## config.mk

```make
export PLATFORM = sky130hd
export DESIGN_NAME = alu_arbiter
export DESIGN_NICKNAME = d
export VERILOG_FILES = /design/src/rtl/alu_arbiter.sv
export SDC_FILE = /design/constraint.sdc
export NUM_CORES = 1
export LEC_CHECK = 0
export CAP_MARGIN = 40
export CORE_MARGIN = 3
export CORE_UTILIZATION = 37
export DETAILED_ROUTE_END_ITERATION = 10
export GPL_TIMING_DRIVEN = 0
export PLACE_DENSITY = 0.83
export SLEW_MARGIN = 0
export SYNTH_ARGS = -nofsm -noshare
export SYNTH_HDL_FRONTEND = slang
export SYNTH_SLANG_ARGS = --single-unit
```

## constraint.sdc

```tcl
create_clock -name clk -period 1.4 [get_ports clk]
set_clock_uncertainty 0.05 [all_clocks]
set_input_delay 0.28 -clock clk [delete_from_list [all_inputs] [get_ports clk]]
set_output_delay 0.28 -clock clk [all_outputs]
set_load 0.01 [all_outputs]
```

## src/rtl/alu_arbiter.sv

```systemverilog
// ---------------------------------------------------------------------------
// alu_arbiter
//
// Shares one external combinational W-bit ALU between NUM_REQ requesters,
// one operation at a time, with round-robin arbitration.
//
// Flow per operation:
//   IDLE : pick the first valid requester at or after the round-robin
//          pointer; pulse its req_ready. At the edge, capture operands,
//          function code and grant index, then advance the pointer.
//   EXEC : captured operands drive the ALU ports for one cycle. At the edge,
//          capture the ALU result and its flags.
//   RESP : raise rsp_valid for the granted requester. Hold result and flags
//          until that requester asserts rsp_ready.
//
// Ports
//   clk           rising-edge clock
//   rst_n         synchronous reset, active-low
//   req_valid     [NUM_REQ]      request i presents an operation
//   req_ready     [NUM_REQ]      one-hot accept pulse (IDLE only)
//   req_a/req_b   [NUM_REQ*W]    operands; requester i uses slice [i*W +: W]
//   req_function  [NUM_REQ*3]    function code per requester
//   rsp_valid     [NUM_REQ]      one-hot: result pending for requester i
//   rsp_ready     [NUM_REQ]      requester i consumes its result
//   rsp_result    [W]            captured ALU result (shared bus)
//   rsp_zero                     captured result was zero
//   rsp_illegal                  captured function code was 5..7
//   alu_a/alu_b   [W]            operands to the ALU (registered)
//   alu_function  [3]            function code to the ALU (registered)
//   alu_result    [W]            combinational result from the ALU
//   busy                         controller is not in IDLE
// ---------------------------------------------------------------------------
module alu_arbiter #(
    parameter int NUM_REQ = 2,
    parameter int W       = 4
) (
    input  logic                 clk,
    input  logic                 rst_n,
    input  logic [NUM_REQ-1:0]   req_valid,
    output logic [NUM_REQ-1:0]   req_ready,
    input  logic [NUM_REQ*W-1:0] req_a,
    input  logic [NUM_REQ*W-1:0] req_b,
    input  logic [NUM_REQ*3-1:0] req_function,
    output logic [NUM_REQ-1:0]   rsp_valid,
    input  logic [NUM_REQ-1:0]   rsp_ready,
    output logic [W-1:0]         rsp_result,
    output logic                 rsp_zero,
    output logic                 rsp_illegal,
    output logic [W-1:0]         alu_a,
    output logic [W-1:0]         alu_b,
    output logic [2:0]           alu_function,
    input  logic [W-1:0]         alu_result,
    output logic                 busy
);

    localparam int IW = (NUM_REQ > 1) ? $clog2(NUM_REQ) : 1;

    localparam logic [1:0] S_IDLE = 2'd0;
    localparam logic [1:0] S_EXEC = 2'd1;
    localparam logic [1:0] S_RESP = 2'd2;

    // Highest legal function code; anything above is flagged illegal but
    // still issued to the ALU unchanged.
    localparam logic [2:0] FN_MAX = 3'd4;

    // -----------------------------------------------------------------------
    // Helper functions
    // -----------------------------------------------------------------------

    // Pointer increment with wrap at NUM_REQ (NUM_REQ need not be a power of 2).
    function automatic logic [IW-1:0] next_ptr(input logic [IW-1:0] g);
        if (g == IW'(NUM_REQ - 1)) begin
            return '0;
        end
        return g + 1'b1;
    endfunction

    function automatic logic [NUM_REQ-1:0] onehot(input logic [IW-1:0] i);
        logic [NUM_REQ-1:0] v;
        v    = '0;
        v[i] = 1'b1;
        return v;
    endfunction

    // Round-robin pick: first asserted valid at or after ptr, scanning upward
    // with wrap. Returns {found, index}.
    function automatic logic [IW:0] rr_pick(input logic [NUM_REQ-1:0] valid,
                                            input logic [IW-1:0]      ptr);
        logic          found;
        logic [IW-1:0] idx;
        int            pos;
        found = 1'b0;
        idx   = '0;
        for (int k = 0; k < NUM_REQ; k++) begin
            pos = int'(ptr) + k;
            if (pos >= NUM_REQ) begin
                pos = pos - NUM_REQ;
            end
            if (!found && valid[pos[IW-1:0]]) begin
                found = 1'b1;
                idx   = pos[IW-1:0];
            end
        end
        return {found, idx};
    endfunction

    // -----------------------------------------------------------------------
    // State
    // -----------------------------------------------------------------------
    logic [1:0]    r_state;
    logic [IW-1:0] r_ptr;
    logic [IW-1:0] r_gnt;

    logic [W-1:0]  r_a_p0;
    logic [W-1:0]  r_b_p0;
    logic [2:0]    r_fn_p0;

    logic [W-1:0]  r_result_p1;
    logic          r_zero_p1;
    logic          r_illegal_p1;

    logic [IW:0]   w_pick;
    logic          w_found;
    logic [IW-1:0] w_gnt;
    logic          w_in_idle;
    logic          w_in_resp;

    assign w_pick    = rr_pick(req_valid, r_ptr);
    assign w_found   = w_pick[IW];
    assign w_gnt     = w_pick[IW-1:0];
    assign w_in_idle = (r_state == S_IDLE);
    assign w_in_resp = (r_state == S_RESP);

    // -----------------------------------------------------------------------
    // Accept stage (IDLE -> EXEC): operands captured into _p0
    // Capture stage (EXEC -> RESP): ALU result captured into _p1
    // -----------------------------------------------------------------------
    always_ff @(posedge clk) begin
        if (!rst_n) begin
            // Data registers are cleared too: every output, alu_* included,
            // reads zero after reset.
            r_state      <= S_IDLE;
            r_ptr        <= '0;
            r_gnt        <= '0;
            r_a_p0       <= '0;
            r_b_p0       <= '0;
            r_fn_p0      <= '0;
            r_result_p1  <= '0;
            r_zero_p1    <= 1'b0;
            r_illegal_p1 <= 1'b0;
        end else begin
            case (r_state)
                S_IDLE: begin
                    if (w_found) begin
                        r_gnt   <= w_gnt;
                        r_a_p0  <= req_a[int'(w_gnt)*W +: W];
                        r_b_p0  <= req_b[int'(w_gnt)*W +: W];
                        r_fn_p0 <= req_function[int'(w_gnt)*3 +: 3];
                        r_ptr   <= next_ptr(w_gnt);
                        r_state <= S_EXEC;
                    end
                end
                S_EXEC: begin
                    r_result_p1  <= alu_result;
                    r_zero_p1    <= (alu_result == '0);
                    r_illegal_p1 <= (r_fn_p0 > FN_MAX);
                    r_state      <= S_RESP;
                end
                S_RESP: begin
                    // Only the granted requester's rsp_ready can release RESP.
                    if (rsp_ready[r_gnt]) begin
                        r_state <= S_IDLE;
                    end
                end
                default: begin
                    r_state <= S_IDLE;
                end
            endcase
        end
    end

    // -----------------------------------------------------------------------
    // Outputs
    // -----------------------------------------------------------------------
    // req_ready is only ever raised in IDLE and rsp_valid only in RESP, so
    // the two can never be nonzero in the same cycle.
    assign req_ready    = (w_in_idle && w_found) ? onehot(w_gnt) : '0;
    assign rsp_valid    = w_in_resp ? onehot(r_gnt) : '0;

    // The ALU ports come straight from the accept-stage registers. They only
    // change on an accept edge, so they hold their last value outside EXEC.
    assign alu_a        = r_a_p0;
    assign alu_b        = r_b_p0;
    assign alu_function = r_fn_p0;

    assign rsp_result   = r_result_p1;
    assign rsp_zero     = r_zero_p1;
    assign rsp_illegal  = r_illegal_p1;

    assign busy         = !w_in_idle;

endmodule

```

==> metrics.cfg <==
[outcome]
status=complete, but fails checks
failed_checks=negative setup slack

[global_routing]
antenna_found_initial=0
grt_pass1_vias=1150
grt_start_max_net_pins=13
grt_pass1_wl_um=5444
grt_use_total=0.2198
grt_overflow=0

[synthesis]
netlist_instances=115
yosys.cell_count.top_type=nand3_1
synthFlopType=dfxtp_1
syn_area_um2=928.4
yosysTopAreaCellShare=0.4528
ys_ff_latch=21
seq_area_frac_synth=0.4528
async_flop_share=0
synth.area.top_cells=dfxtp_1, nand3_1, a31oi_1
synth_common_cells=nand3_1, dfxtp_1, nand2_1
synth_top_cell_by_area=dfxtp_1
yosysWarnings=0
post_synth.cell_area_avg_um2=8.073
synth_nets=147
synth_edf_count=0
ys_types=27

[pwr]
comb_power_share=0.330
p_sw_w=0.0004651
finalPower_w=0.001484
p_seq_frac=0.463
peakVddDrop_mv=0.8193
p_per_area_mw_per_mm2=906.1
p_int_w=0.001019
leakage_nw=0.7100
clkPwrFrac=0.208
netSwitchingFraction=0.3134

[sta]
max_freq_mhz=628.8
worst-slew-pin-transition_ns=0.4791
finalSetupViolCount=4
drv_slew=0
tns_ns=-0.4511
finalCriticalPeriod_ns=1.590
whs_ns=0.4122
slew_headroom=0.6806
rsz0062_at_grt=true
worst_slack_ns=-0.1904
post-route-period-util=1.136
final-hold-violation-count=0

[floorplanning]
core_area_mm2=0.002297
fp.dieW_um=56.09
rows=17
die_h_um=56.09
start_util=0.4041
dieArea_mm2=0.003146
io_pins=54

[worst_setup_path]
critPathLaunchType=register
cp_num_buf_inv=3
crit_path_end_kind=primary output
path_class=reg -> out
cpPeakStageDelay_ns=0.39
worstPathArrival_ns=1.26
required_ns=1.07
path_delay_family=flip-flops
path_cells=nor3b_4 -> buf_6 -> nand2_4 -> inv_2 -> buf_6
critPathMostFrequentCell=buf_6
critPathMaxFanout=7
crit_slowest_cell=dfxtp_4

[detailed_routing]
vias=1160
ant_nets=0
dr.pass1.iters=4
drt_iter0_drc=39
drc=0
wl_per_cell_um=15.75
finalWirelength_um=3308
vias_per_cell=5.524

[cells_and_area]
final_nets=215
drive_gt1_frac=0.2088
final_util=0.7130
antenna_cells=0
syn2layout_area_growth_pct=76.42

[placed_design]
port_buffers=53
place_congestion=0.7961
place_hpwl_um=2274

[clocking]
clock_latency_ns=0.32
cts.sinks=21
clk_pin_slew_worst_paths_ns=0.13
cts_tree=yes
cts-root-to-sink-buffers=2
htreeDepth=1
cts_buffers=3
clockRootBuffer=clkbuf_4

[flow_run]
cap_violations=0

[min_path]
hold_class=reg -> reg

## cells by family (layout without fill, tap and decap cells)
kind of cell	after synthesis	in the layout	share of synthesized area
simple gates	46	46	0.2547
compound gates	35	35	0.2129
flops	21	21	0.4528
buf+inv	12	79	0.06872
mux	1	1	0.01078
## cells in the final DEF (no fill, tap or decap), types with 3 or more instances in the layout
cell type,count
o21ai_1,8
buf_6,8
dfxtp_1,17
o21ai_0,5
clkdlybuf4s50_1,29
a21oi_1,9
a31oi_1,11
nand2_1,11
clkbuf_4,3
dlygate4sd2_1,19
buf_4,10
nand3_1,22
## metrics by stage
step,area [µm²],worst slack (ns),std cells
final,1638,-0.1904,210
after detailed placement,1494,-0.9040,196
after floorplan,928.4,0.1705,115
after global placement,1494,-0.8879,196
after global routing,1638,-0.2638,210
after CTS,1609,-0.1773,209
## area by class of cell
cell class	instances	area, µm²
fill	197	659.4
timing repair buffer	64	586.8
multi-input combinational	82	483.0
sequential	21	430.4
buffer	7	57.56
tap	28	35.03
clock buffer	3	22.52
inverter	4	17.52
clock inverter	1	5.005
## final timing paths
| check | to | from | cells past startpoint | slack, ns |
|---|---|---|---|---|
| worst min-delay path | rsp_illegal | rsp_illegal | 2 | 0.41 |
| worst max register to register | alu_function[1] | r_state[1] | 6 | 0.05 |
| worst max-delay path | req_ready[1] | r_state[1] | 5 | -0.19 |
| worst min register to register | rsp_illegal | rsp_illegal | 2 | 0.41 |
## worst min-delay path: stages, from the launching register on
cell	delay, ns
dfxtp_1	0.33
nand2_1	0.05
a21oi_1	0.05
## power groups by stage
stage,Clock [W],Sequential [W],Combinational (W)
final,0.000308,0.000687,0.000489
after global routing,0.000332,0.000695,0.000529
after CTS,0.000300,0.000685,0.000463
after detailed placement,0,0.000695,0.000426
after global placement,0,0.000695,0.000416
after floorplan,0,0.000708,0.000175
## flip-flops by register name, indices dropped and copies added, names as in the netlist
| name | count |
|---|---|
| alu_a | 4 |
| alu_b | 4 |
| alu_function | 3 |
| r_gnt | 1 |
| r_ptr | 1 |
| r_state | 2 |
| rsp_illegal | 1 |
| rsp_result | 4 |
| rsp_zero | 1 |
## layer usage
metal  track usage  wire [µm]  up-vias
met1        0.2458       1262      535
met4        0.1085         74        0
met5             0          0        -
li1              -          -      550
met2        0.3840       1669       68
met3       0.05336        300        7
## what timing repair did
item / 4_1_cts / 5_1_grt
gates resized for setup: 61 / 5
hold buffers: 0 / 0
setup buffers: 10 / 1
setup endpoints to repair: 22 / 5
pin swaps: 3 / 1
endpoints found under the hold margin: 0 / 0
Power figures use the tool's default switching activity.
